$ cat config.mk
export PLATFORM = sky130hd
export DESIGN_NAME = int_exec_unit
export DESIGN_NICKNAME = d
export VERILOG_FILES = /design/src/rtl/int_exec_unit.sv
export SDC_FILE = /design/constraint.sdc
export NUM_CORES = 1
export LEC_CHECK = 0
export ABC_AREA = 1
export CELL_PAD_IN_SITES_DETAIL_PLACEMENT = 1
export CELL_PAD_IN_SITES_GLOBAL_PLACEMENT = 1
export CORE_MARGIN = 2
export CORE_UTILIZATION = 37
export CTS_CLUSTER_DIAMETER = 200
export DETAILED_ROUTE_END_ITERATION = 16
export GPL_TIMING_DRIVEN = 0
export PLACE_DENSITY = 0.8
export SETUP_SLACK_MARGIN = 0.05
export SKIP_LAST_GASP = 1
export SLEW_MARGIN = 20
export SYNTH_ARGS = -nofsm -noshare
export SYNTH_HDL_FRONTEND = slang
export SYNTH_SLANG_ARGS = --single-unit
$ cat constraint.sdc
create_clock -name clk -period 1.85 [get_ports clk]
set_input_delay 0.185 -clock clk [delete_from_list [all_inputs] [get_ports clk]]
set_output_delay 0.185 -clock clk [all_outputs]
set_load 0.1 [all_outputs]
$ cat src/rtl/int_exec_unit.sv
// Integer/branch execute stage: one-cycle ALU and branch compare, 1-bit/cycle
// iterative shifter, single-entry result register with valid/ready handshake.
module int_exec_unit #(
    parameter int XLEN = 32
) (
    input  logic            clk,
    input  logic            rst_n,
    input  logic            flush,
    input  logic            in_valid,
    output logic            in_ready,
    input  logic            in_is_br,
    input  logic [2:0]      in_funct3,
    input  logic            in_alt,
    input  logic [XLEN-1:0] in_a,
    input  logic [XLEN-1:0] in_b,
    input  logic [XLEN-1:0] in_pc,
    input  logic [XLEN-1:0] in_imm,
    output logic            out_valid,
    input  logic            out_ready,
    output logic [XLEN-1:0] out_result,
    output logic            out_is_br,
    output logic            out_br_taken,
    output logic [XLEN-1:0] out_br_target,
    output logic            busy
);
    localparam int SW = $clog2(XLEN);

    typedef enum logic [1:0] {EMPTY, SHIFT, FULL} state_t;

    state_t          state_q, state_d;
    logic [XLEN-1:0] res_q, res_d;
    logic            is_br_q, is_br_d;
    logic            taken_q, taken_d;
    logic [XLEN-1:0] target_q, target_d;
    logic [SW-1:0]   cnt_q, cnt_d;
    logic            left_q, left_d;
    logic            arith_q, arith_d;

    logic            accept;
    logic [SW-1:0]   shamt;
    logic            is_shift;
    logic [XLEN-1:0] sum;
    logic            lt_s, lt_u, eq;
    logic [XLEN-1:0] int_res;
    logic            br_taken;
    logic [XLEN-1:0] shift_step;

    assign in_ready = !flush && (state_q == EMPTY || (state_q == FULL && out_ready));
    assign accept   = in_valid && in_ready;
    assign shamt    = in_b[SW-1:0];
    assign is_shift = !in_is_br && (in_funct3 == 3'b001 || in_funct3 == 3'b101);

    assign sum  = in_alt ? in_a - in_b : in_a + in_b;
    assign lt_s = $signed(in_a) < $signed(in_b);
    assign lt_u = in_a < in_b;
    assign eq   = in_a == in_b;

    // Shift ops land here only for a zero amount, where the result is just a.
    always_comb begin
        int_res = '0;
        case (in_funct3)
            3'b000: int_res = sum;
            3'b001: int_res = in_a;
            3'b010: int_res = {{(XLEN-1){1'b0}}, lt_s};
            3'b011: int_res = {{(XLEN-1){1'b0}}, lt_u};
            3'b100: int_res = in_a ^ in_b;
            3'b101: int_res = in_a;
            3'b110: int_res = in_a | in_b;
            3'b111: int_res = in_a & in_b;
            default: int_res = '0;
        endcase
    end

    always_comb begin
        br_taken = 1'b0;
        case (in_funct3)
            3'b000: br_taken = eq;
            3'b001: br_taken = !eq;
            3'b100: br_taken = lt_s;
            3'b101: br_taken = !lt_s;
            3'b110: br_taken = lt_u;
            3'b111: br_taken = !lt_u;
            default: br_taken = 1'b0;
        endcase
    end

    // Arithmetic right shift keeps the MSB, so the original sign is preserved.
    assign shift_step = left_q  ? {res_q[XLEN-2:0], 1'b0} :
                        arith_q ? {res_q[XLEN-1], res_q[XLEN-1:1]} :
                                  {1'b0, res_q[XLEN-1:1]};

    always_comb begin
        state_d  = state_q;
        res_d    = res_q;
        is_br_d  = is_br_q;
        taken_d  = taken_q;
        target_d = target_q;
        cnt_d    = cnt_q;
        left_d   = left_q;
        arith_d  = arith_q;

        case (state_q)
            SHIFT: begin
                res_d = shift_step;
                cnt_d = cnt_q - SW'(1);
                if (cnt_q == SW'(1)) state_d = FULL;
            end
            FULL:    if (out_ready) state_d = EMPTY;
            default: ;
        endcase

        if (accept) begin
            state_d  = (is_shift && shamt != '0) ? SHIFT : FULL;
            res_d    = in_is_br ? '0 : int_res;
            is_br_d  = in_is_br;
            taken_d  = in_is_br && br_taken;
            target_d = in_is_br ? in_pc + in_imm : '0;
            cnt_d    = shamt;
            left_d   = (in_funct3 == 3'b001);
            arith_d  = in_alt;
        end

        if (flush) state_d = EMPTY;
    end

    always_ff @(posedge clk or negedge rst_n) begin
        if (!rst_n) begin
            state_q  <= EMPTY;
            res_q    <= '0;
            is_br_q  <= 1'b0;
            taken_q  <= 1'b0;
            target_q <= '0;
            cnt_q    <= '0;
            left_q   <= 1'b0;
            arith_q  <= 1'b0;
        end else begin
            state_q  <= state_d;
            res_q    <= res_d;
            is_br_q  <= is_br_d;
            taken_q  <= taken_d;
            target_q <= target_d;
            cnt_q    <= cnt_d;
            left_q   <= left_d;
            arith_q  <= arith_d;
        end
    end

    assign out_valid     = (state_q == FULL);
    assign busy          = (state_q != EMPTY);
    assign out_result    = res_q;
    assign out_is_br     = is_br_q;
    assign out_br_taken  = taken_q;
    assign out_br_target = target_q;

endmodule

==> results.ini, run 1 <==
[worst_setup_path]
cp.arrival_ps = 2290
endpoint_kind = flop
critPathMaxFanout = 7
crit_required_ps = 2080
start_kind = input pin
critPathKind = in2reg

[synth]
syn_area_um2 = 11600
ys_seq_elements = 75
synth.mux.area_fraction = 0
syn_inst = 1992
synth_compound_area_frac = 0.211
postSynthAreaPerCell_um2 = 5.83
synth_enable_flop_cells = 0
synthFlopType = dfrtp_1
synth_top_family_by_area = simple AND/OR/NAND/NOR gates
yosys.area_share.simple = 0.350
synth_xor_xnor_area_share = 0.00452
ys_seq_area_frac = 0.162
synthAdderAreaFrac = 0.144
yosys_warnings = 0
yosysUniqueCellTypes = 58
async_flop_share = 1.00
syn-num-nets = 2262

[drt]
ant_nets = 0
wl_um = 71200
drt_iter0_markers = 1427
drcViolationCount = 0
num_vias = 16600
firstDrtPassIters = 5
via_per_inst = 6.03
wl_per_cell_um = 25.8

[cts]
insertion_delay_ps = 360
cts-root-buf = clkbuf_16
htree_levels = 3
clkTransAtPathRegs_ps = 80
cts_buffer_depth = 2
cts_buffers = 9
cts_sinks = 75
tritoncts = done

[floorplanning]
row_count = 64
pin_count = 207
initial_core_util = 0.378
dieArea_um2 = 32800
core_area_um2 = 30700
fp.dieH_um = 181
die_w_um = 181

[placed_design]
post_dp_cell_area_um2 = 14300
dp_slack_ps = -1440
dp_hpwl_um = 46400
port_buffers = 205
routabilityCongestion = 0.970

[timing]
fmax_mhz = 484
hold_viol = 0
relSlewSlack = 0.289
setup-violations-final = 53
fin_worst_skew_ps = 15.2
fin_crit_sh = 1.12
rsz0062_at_grt = yes
finalWorstSetupSlack_ps = -216
holdWs_ps = 288
worstMarginPinSlew_ps = 1070
finalCriticalPeriod_ps = 2070
drv_slew = 0

[power]
p_per_area_nw_per_um2 = 1050
ir_drop_mv = 0.910
leakage_nw = 8.83

[cells_and_area]
drive_gt1_frac = 0.408
multi_input_area_um2 = 11400
final_cell_area_um2 = 19200
layout.nets = 2625
seqCellArea_um2 = 1880
nFillCells = 3854
layout-area-overhead-vs-synth_pct = 64.9

[outcome]
violations = negative setup slack
status = complete, but fails checks

[job]
drv_cap = 0

[min_path]
hp-class = in2async

[global_route]
antenna_found_initial = 1
grt_pass1_vias = 16900
grt_first_pass_wirelength_um = 101000
grt_overflow_total = 0
grtUsageTotal = 0.398
grt_max_degree = 53

what timing repair did:
action / 4_1_cts / 5_1_grt
pin swaps: 255 / 116
setup buffers: 117 / 23
gates cloned: 5 / 3
endpoints found under the setup margin: 129 / 104
resized for setup: 1126 / 292
endpoints found under the hold margin: 23 / 0
hold buffers: 1 / 0
cell usage in the layout, fill, tap and decap left out, types with 35 or more instances in the layout:
master and instances:
nor2_4 55, buf_4 131, nand3_2 40, a21oi_2 69
dfrtp_1 75, a21oi_1 46, nand2_4 38, o21ai_1 49
inv_2 80, ha_4 52, nand2_2 114, nor2_1 122
clkdlybuf4s50_1 44, nand2_1 427, nand3_1 61, ha_1 70
dlygate4sd2_1 45, nor2_2 35, o21ai_0 84, inv_1 210
Yosys cell counts (6+ instances only):
cell / number / share of area
buf_2: 26 / 0.011
o21bai_1: 11 / 0.0071
nand3_1: 114 / 0.049
o22ai_1: 17 / 0.0092
o2111ai_1: 7 / 0.0053
ha_1: 129 / 0.14
nand4_1: 12 / 0.0065
nand2_1: 572 / 0.18
nor2_1: 199 / 0.064
o21a_1: 7 / 0.0045
nor2_2: 11 / 0.0059
o21ai_0: 157 / 0.068
a211oi_1: 9 / 0.0058
a21o_1: 7 / 0.0045
a21oi_1: 136 / 0.059
clkbuf_1: 24 / 0.0078
a31oi_1: 10 / 0.0054
o221ai_1: 8 / 0.0060
nor3_1: 35 / 0.015
inv_2: 12 / 0.0039
nand2_2: 11 / 0.0059
inv_1: 299 / 0.097
a21oi_2: 6 / 0.0045
o211ai_1: 11 / 0.0071
dfrtp_1: 75 / 0.16
a221oi_1: 11 / 0.0083
power breakdown:
group / internal (W) / leakage [nW] / switching (W)
registers: 0.00243 / 0.924 / 0.000800
logic: 0.00393 / 7.76 / 0.0110
clock network: 0.00107 / 0.149 / 0.000872
total: 0.00743 / 8.83 / 0.0127
cells by family (layout without fill, tap and decap cells):
logic type | after synthesis | in the layout
AO/OA/AOI/OAI | 421 | 421
XOR/XNOR | 6 | 6
other | 0 | 1
flip-flops | 75 | 75
buffers and inverters | 377 | 745
AND/OR/NAND/NOR | 981 | 981
adder cells (fa/ha/maj) | 132 | 132
state kept, by name, summed over array words and instances, names as in the netlist:
signal         flops
arith_q            1
cnt_q              5
left_q             1
out_br_taken       1
out_br_target     32
out_is_br          1
out_result        32
state_q            2
final timing paths:
path | endpoint | startpoint | cells past startpoint | slack (ps)
setup / recovery | out_result[29]$_DFFE_PN0P_ | in_b[2] | 20 | -220
hold / removal | state_q[0]$_DFFE_PN0P_ | rst_n | 2 | 290
setup reg to reg | out_result[25]$_DFFE_PN0P_ | state_q[1]$_DFFE_PN0P_ | 11 | -140
hold reg to reg | out_br_target[23]$_DFFE_PN0P_ | out_br_target[23]$_DFFE_PN0P_ | 2 | 480
max in group asynchronous | out_is_br$_DFFE_PN0P_ | rst_n | 3 | 920
min in group clk | cnt_q[0]$_DFFE_PN0P_ | in_b[0] | 3 | 300
critical path, stage by stage:
cell	delay [ps]
clkdlybuf4s15_2	200
inv_2	50
ha_4	250
buf_6	140
buf_12	110
inv_6	30
nand2_2	70
nand2_1	90
nand2_2	100
nand3_4	120
nand3_4	120
nand2_4	80
nand2_2	100
nand2_2	60
nand2_2	90
nand2_1	60
nand2_1	100
nand3_2	110
nand2_4	140
a21oi_2	60
layer usage:
| layer | up-vias | share of wire | wire (um) | track usage |
|---|---|---|---|---|
| li1 | 7211 | - | - | - |
| met1 | 8143 | 0.40 | 28100 | 0.505 |
| met2 | 977 | 0.46 | 32700 | 0.657 |
| met3 | 299 | 0.086 | 6120 | 0.0673 |
| met4 | 0 | 0.060 | 4290 | 0.185 |
| met5 | - | 0 | 0 | 0 |
area by class of cell:
cell class | instances | area share
Timing Repair Buffer | 353 | 0.165
Clock inverter | 7 | 0.00437
Buffer | 63 | 0.0338
Multi-Input combinational cell | 1540 | 0.596
Tap cell | 396 | 0.0259
Clock buffer | 9 | 0.0118
Sequential cell | 75 | 0.0979
Antenna cell | 1 | 0.000131
Inverter | 313 | 0.0653
stage by stage:
step                      cells  total power (W)  utilization  setup TNS [ps]
after floorplan            1992           0.0118            -          -29600
after global placement     2593           0.0154        0.464         -224630
after detailed placement   2594           0.0155        0.465          -55710
after CTS                  2733           0.0188        0.597           -1010
after global routing       2756           0.0208        0.623           -9140
final                      2757           0.0201        0.623           -4730
No activity file was read; power rests on OpenSTA's default activity.
==> run 2: changes to the inputs <==
PLACE_DENSITY = 0.83   (was 0.8)
SLEW_MARGIN = not set   (was 20)
==> results.ini, run 2 (synthesized netlist as in run 1, its figures left out) <==
[cts]
tritoncts = done
cts-root-buf = clkbuf_16
clkTransAtPathRegs_ps = 70  ; about the same
cts_buffer_depth = 2  ; unchanged
cts_sinks = 75  ; unchanged
cts_buffers = 9  ; unchanged
htree_levels = 3  ; unchanged
insertion_delay_ps = 370  ; about the same

[timing]
fin_crit_sh = 1.20  ; +0.0819
finalWorstSetupSlack_ps = -368  ; -151 ps
fmax_mhz = 451  ; -6.8%
fin_worst_skew_ps = 13.0  ; -2.21 ps
worstMarginPinSlew_ps = 1110  ; +41.3 ps
finalCriticalPeriod_ps = 2220  ; +151 ps
relSlewSlack = 0.259  ; -0.0303
rsz0062_at_grt = yes
setup-violations-final = 62  ; +17%
holdWs_ps = 280  ; -8.73 ps
drv_slew = 0  ; unchanged
hold_viol = 0  ; unchanged

[worst_setup_path]
crit_chain = buf_2 -> buf_1 -> o21ai_0 -> a21oi_1 -> o21ai_0 -> o311ai_1 -> a31oi_1
crit_path_max_incr_delay_ps = 870  ; +620 ps
cp.arrival_ps = 2440  ; +150 ps
start_kind = input pin
crit_required_ps = 2070  ; about the same
critPathMaxFanout = 10  ; +3
endpoint_kind = flop
cpMostUsedCell = o21ai_0
critPathKind = in2reg
crit_family = buffers and inverters
timing.critical_path.slowest_stage_cell = buf_1
path_buf_inv = 2  ; -3

[floorplanning]
fp.dieH_um = 181  ; unchanged
pin_count = 207  ; unchanged
dieArea_um2 = 32800  ; unchanged
initial_core_util = 0.378  ; unchanged
row_count = 64  ; unchanged
die_w_um = 181  ; unchanged
core_area_um2 = 30700  ; unchanged

[cells_and_area]
layout.nets = 2636  ; +0.42%
layout-area-overhead-vs-synth_pct = 69.1
stdcell_count = 2769  ; +0.44%
layout_commonest_cell = nand2_1
drive_gt1_frac = 0.442  ; +0.0340
layout_common_cells = nand2_1, inv_1, buf_4

[power]
comb_power_share = 0.753  ; +0.010
p_sw_w = 0.0134  ; +5.0%
sw_frac_of_total = 0.644  ; +0.0128
ir_drop_mv = 1.01  ; +11%
power.internal_w = 0.00739  ; -0.60%
pwr-share-seq = 0.159  ; about the same
clkPwrFrac = 0.088  ; -0.008
leakage_nw = 9.20  ; +4.1%
p_per_area_nw_per_um2 = 1060  ; +0.43%
finalPower_w = 0.0207  ; +3.0%

[drt]
ant_nets = 0  ; unchanged
drt_iter0_markers = 1838  ; +29%
via_per_inst = 6.45  ; +7.0%
drcViolationCount = 0  ; unchanged
num_vias = 17900  ; +7.5%
wl_um = 81800  ; +15%
wl_per_cell_um = 29.5  ; +14%
firstDrtPassIters = 6  ; +1

[min_path]
hp-class = in2reg

[outcome]
violations = negative setup slack
status = complete, but fails checks

[global_route]
grt_pass1_vias = 16900  ; +0.095%
grtUsageTotal = 0.390  ; -0.00815
antenna_found_initial = 1  ; unchanged
grt_max_degree = 42  ; -21%
grt_overflow_total = 0  ; unchanged
grt_first_pass_wirelength_um = 99400  ; -1.8%

[placed_design]
routabilityCongestion = 0.965  ; -0.61%
port_buffers = 205  ; unchanged
place_inst = 2594  ; unchanged
dp_hpwl_um = 46200  ; -0.52%

[job]
drv_cap = 0  ; unchanged

[run 2: cell types whose count changed in the layout (fill, tap and decap cells not counted), moves of 10 or more]
| cell | previous run | this run |
|---|---|---|
| buf_4 | 131 | 146 |
| clkdlybuf4s50_1 | 44 | 29 |
| dlymetal6s2s_1 | 3 | 22 |
| inv_1 | 210 | 195 |
| inv_2 | 80 | 95 |
| nand2_1 | 427 | 391 |
| nand2_2 | 114 | 124 |
| nand2_4 | 38 | 63 |
| nor2_1 | 122 | 109 |
| nor2_2 | 35 | 45 |
[run 2: power by group through the flow]
stage               logic [W]  registers (W)  clock network, W
global route           0.0160        0.00333           0.00187
CTS                    0.0136        0.00314           0.00176
global placement       0.0122        0.00313                 0
finish                 0.0156        0.00330           0.00183
floorplan             0.00387        0.00797                 0
detailed placement     0.0124        0.00317                 0
[run 2: metal layers]
metal / up-vias / share of wire / GRT usage
li1: 7213 / - / -
met1: 8662 / 0.36 / 0.493
met2: 1421 / 0.44 / 0.640
met3: 573 / 0.10 / 0.0655
met4: 0 / 0.095 / 0.195
met5: - / 0 / 0
[run 2: worst paths after layout]
check / start / to / slack, ps / cells after the start
setup / recovery: in_alt / out_result[2]$_DFFE_PN0P_ / -370 / 7
hold / removal: in_b[0] / cnt_q[0]$_DFFE_PN0P_ / 280 / 3
setup reg to reg: state_q[1]$_DFFE_PN0P_ / out_br_target[14]$_DFFE_PN0P_ / -300 / 10
hold reg to reg: out_br_target[2]$_DFFE_PN0P_ / out_br_target[2]$_DFFE_PN0P_ / 510 / 1
max in group asynchronous: rst_n / out_br_target[4]$_DFFE_PN0P_ / 870 / 3
min in group asynchronous: rst_n / out_result[7]$_DFFE_PN0P_ / 340 / 2
[run 2: what timing repair did]
item	in CTS	in global routing
gates cloned	3	3
setup buffers	113	40
pin swaps	220	157
hold buffers	1	0
endpoints found under the setup margin	129	103
endpoints found under the hold margin	34	0
resized for setup	1104	442
[run 2: worst min-delay path: stages]
cell and delay [ps]:
buf_6 120, inv_1 150, o22ai_1 120
[run 2: area by class of cell]
cell class / count / area (um^2)
fillers: 3793 / 11100
plain buffers: 61 / 611
flip-flops and latches: 75 / 1880
well taps: 396 / 495
diodes: 2 / 5.00
clock inverters: 7 / 58.8
repair buffers: 366 / 3220
clock buffers: 9 / 225
multi-input cells: 1540 / 11900
inverters: 313 / 1240
[run 2: through the flow]
stage,util,instance area (um^2),setup slack [ps],setup TNS [ps]
after CTS,0.588,18100,-99.4,-607
after global placement,0.464,14300,-2270,-221550
after floorplan,-,11700,-481,-29600
after detailed placement,0.465,14300,-1410,-55320
after global routing,0.639,19600,-353,-10620
final,0.639,19600,-368,-7300
==> run 3: changes to the inputs <==
CORE_ASPECT_RATIO = 1.2   (was not set)
CORE_UTILIZATION = 35   (was 37)
GPL_TIMING_DRIVEN = not set   (was 0)
PLACE_DENSITY = 0.79   (was 0.83)
==> results.ini, run 3 <==
[cts]
cts_buffers = 9  ; unchanged
cts-root-buf = clkbuf_16
htree_levels = 3  ; unchanged
cts_buffer_depth = 2  ; unchanged
cts_sinks = 75  ; unchanged

[placed_design]
port_buffers = 206  ; +0.49%
dp_hpwl_um = 49900  ; +8.0%
routabilityCongestion = 0.953  ; -1.2%
post_dp_cell_area_um2 = 17000  ; +19%

[outcome]
error = [ERROR GRT-0232] Routing congestion too high. Check the congestion heatmap in the GUI.
stop_stage = global routing (5_1_grt)
status = stopped before the end

[floorplanning]
initial_core_util = 0.353  ; -0.0245
die_w_um = 170  ; -6.0%
fp.dieH_um = 204  ; +12%
pin_count = 207  ; unchanged
row_count = 73  ; +14%

[synth]
syn_area_um2 = 11600  ; unchanged
synth.most_common_cell = nand2_1
yosys_warnings = 0  ; unchanged
synthFlopType = dfrtp_1
synth_top_area_frac = 0.185  ; unchanged
async_flop_share = 1.00  ; unchanged
yosysTopAreaCell = nand2_1
synth_common_cells = nand2_1, inv_1, nor2_1, o21ai_0, a21oi_1
ys_seq_elements = 75  ; unchanged
synth_area_leaders = nand2_1, dfrtp_1, ha_1, inv_1, o21ai_0
postSynthAreaPerCell_um2 = 5.83  ; unchanged
syn-num-nets = 2262  ; unchanged
yosysUniqueCellTypes = 58  ; unchanged
syn_inst = 1992  ; unchanged
ys_seq_area_frac = 0.162  ; unchanged
synth_enable_flop_cells = 0  ; unchanged

[timing]
worstEndpointGrtRepair = out_br_target[25]$_DFFE_PN0P_/D
worst-ep-kind = register data pin

[global_route]
antenna_found_initial = 11
grt_overflow_total = 181
grt_max_degree = 35
grtUsageTotal = 0.732

==> run 3: cell counts after synthesis <==
Identical to the previous run, type by type.
==> run 3: timing repair <==
action	4_1_cts
hold endpoints to repair	28
setup endpoints to repair	65
gates resized for setup	788
pin swaps	195
hold buffers	1
buffers inserted	46
==> run 3: kinds of logic after synthesis <==
logic type                 share of synthesized area
xor gates and xnor gates                     0.00452
AOI/OAI and AO/OA                              0.211
and+or+nand+nor                                0.350
DFF                                            0.162
buffers and inverters                          0.129
adders and majority gates                      0.144
==> run 3: per-stage QoR <==
stage,hold slack [ps],worst slack [ps],setup TNS [ps],utilization,std cells
4_1_cts,283,13.3,0,0.602,3022
3_5_place_dp,159,-1040,-46060,0.516,2960
3_3_place_gp,158,-920,-40390,0.516,2960
2_1_floorplan,-111,-481,-29600,-,1992
==> run 3: metal layers <==
| layer | overflow | global-route usage |
|---|---|---|
| met3 | 1 | 0.525 |
| met2 | 99 | 0.934 |
| met4 | 79 | 0.813 |
| met1 | 2 | 0.714 |
| met5 | 0 | 0.0783 |
==> run 4: changes to the inputs <==
CELL_PAD_IN_SITES_DETAIL_PLACEMENT = not set   (was 1)
CELL_PAD_IN_SITES_GLOBAL_PLACEMENT = not set   (was 1)
CORE_ASPECT_RATIO = not set   (was 1.2)
CORE_UTILIZATION = 20   (was 35)
CTS_CLUSTER_DIAMETER = not set   (was 200)
PLACE_DENSITY = not set   (was 0.79)
PLACE_DENSITY_LB_ADDON = 0.15   (was not set)
SETUP_SLACK_MARGIN = not set   (was 0.05)
==> results.ini, run 4 (synthesized netlist as in run 1, its figures left out) <==
[outcome]
status = finished clean

[global_route]
grtUsageTotal = 0.208
grt_max_degree = 35
grt_overflow_total = 0
antenna_found_initial = 1
grt_first_pass_wirelength_um = 94300
grt_pass1_vias = 15500

[worst_setup_path]
crit_path_max_incr_delay_ps = 410
crit_family = buffers and inverters
endpoint_kind = flop
r2r-start = state_q[1]$_DFFE_PN0P_
crit_required_ps = 2100
cp.arrival_ps = 2070
critPathMaxFanout = 4
critPathKind = in2reg
critPathCapture = out_br_target[31]$_DFFE_PN0P_
reg2reg_slack_ps = 100
ff2ff_path_depth = 8
r2r_end = out_result[26]$_DFFE_PN0P_
start_kind = input pin
crit_chain = clkdlybuf4s50_1 -> ha_1 -> buf_4 -> nand2_1 -> nor2_1 -> inv_2 -> nor4_2 -> buf_4 -> a21oi_1 -> nand2_2 -> or2_1 -> nand3_1 -> nand2_1
path_buf_inv = 4
timing.critical_path.slowest_stage_cell = clkdlybuf4s50_1
cp.depth = 13
cp-startpoint = in_pc[24]

[min_path]
hp-class = in2reg
hp-start = in_b[3]

[drt]
via_per_inst = 4.54
wl_um = 63600
drcViolationCount = 0
wl_per_cell_um = 18.6
num_vias = 15500
drt_iter0_markers = 790
firstDrtPassIters = 5
ant_nets = 0

[floorplanning]
pin_count = 207  ; unchanged
fp.dieH_um = 245  ; +20%
row_count = 88  ; +21%
dieArea_um2 = 60000
die_w_um = 245  ; +44%
initial_core_util = 0.202  ; -0.152
core_area_um2 = 57600

[placed_design]
place_inst = 3349  ; +13%
port_buffers = 206  ; unchanged
post_dp_cell_area_um2 = 17800  ; +5.0%
dp_hpwl_um = 52400  ; +5.0%
routabilityCongestion = 0.950  ; -0.27%

[timing]
worstMarginPinSlew_ps = 493
hold_viol = 0
fmax_mhz = 551
relSlewSlack = 0.663
fin_crit_sh = 0.982
fin_worst_skew_ps = 7.80
holdWs_ps = 250
drv_slew = 0
rsz0062_at_grt = yes
finalSetupTns_ps = 0
setup-violations-final = 0
finalCriticalPeriod_ps = 1820

[cells_and_area]
layout_common_cells = buf_4, nand2_1, inv_1
drive_gt1_frac = 0.467
nFillCells = 6278
layout.nets = 2910
layout-area-overhead-vs-synth_pct = 80.3
final_cell_area_um2 = 21000
stdcell_count = 3411
layout_commonest_cell = buf_4

[cts]
insertion_delay_ps = 370
cts_buffer_depth = 2  ; unchanged
clkTransAtPathRegs_ps = 60
tritoncts = done
cts_sinks = 75  ; unchanged
htree_levels = 3  ; unchanged
cts_buffers = 9  ; unchanged
cts-root-buf = clkbuf_16

[power]
sw_frac_of_total = 0.593
comb_power_share = 0.742
leakage_nw = 10.2
finalPower_w = 0.0198
p_per_area_nw_per_um2 = 944
clkPwrFrac = 0.096
pwr-share-seq = 0.162
p_sw_w = 0.0117
ir_drop_mv = 1.30
power.internal_w = 0.00804

[job]
drv_cap = 0

-- run 4: layer usage --
layer  GRT usage  vias up  routed length, um
met3      0.0302       61               2870
met5           0        -                  0
met2       0.347      343              29900
met1       0.278     7301              29300
met4      0.0524        0               1550
li1            -     7772                  -
-- run 4: through the flow --
step	worst slack (ps)	util
finish	34.1	0.364
floorplan	-481	-
CTS	-1.41	0.346
detailed placement	-1130	0.309
global placement	-1150	0.309
global route	-58.4	0.364
-- run 4: area by class of cell --
| class | count | area (um^2) | share of cell area |
|---|---|---|---|
| Tap cell | 765 | 957 | 0.0457 |
| Sequential cell | 75 | 1880 | 0.0896 |
| Inverter | 313 | 1190 | 0.0570 |
| Antenna cell | 1 | 2.50 | 0.000119 |
| Multi-Input combinational cell | 1540 | 10800 | 0.517 |
| Timing Repair Buffer | 701 | 5780 | 0.276 |
| Clock inverter | 4 | 48.8 | 0.00233 |
| Clock buffer | 12 | 256 | 0.0122 |
-- run 4: worst min path at each step --
stage	to	slack, ps	cells after the start
2_1_floorplan	arith_q$_DFFE_PN0P_	-110	0
3_3_place_gp	out_br_target[0]$_DFFE_PN0P_	170	1
3_5_place_dp	out_br_target[0]$_DFFE_PN0P_	170	1
4_1_cts	out_br_target[0]$_DFFE_PN0P_	270	3
5_1_grt	cnt_q[3]$_DFFE_PN0P_	240	4
6_report	cnt_q[3]$_DFFE_PN0P_	250	4
-- run 4: what timing repair did --
| item | in CTS | in global routing |
|---|---|---|
| resized for setup | 605 | 387 |
| hold buffers | 1 | 0 |
| pin swaps | 146 | 165 |
| setup buffers | 27 | 22 |
| endpoints found under the setup margin | 59 | 59 |
| endpoints found under the hold margin | 25 | 0 |
-- run 4: power groups by stage --
stage / combinational, W / sequential (W) / clock (W)
2_1_floorplan: 0.00387 / 0.00797 / 0
3_3_place_gp: 0.0135 / 0.00322 / 0
3_5_place_dp: 0.0135 / 0.00323 / 0
4_1_cts: 0.0143 / 0.00322 / 0.00198
5_1_grt: 0.0156 / 0.00332 / 0.00203
6_report: 0.0147 / 0.00321 / 0.00190
-- run 4: worst min-delay path, stage by stage --
cell and delay [ps]:
buf_2 110, inv_2 70, buf_4 140, a21oi_1 60
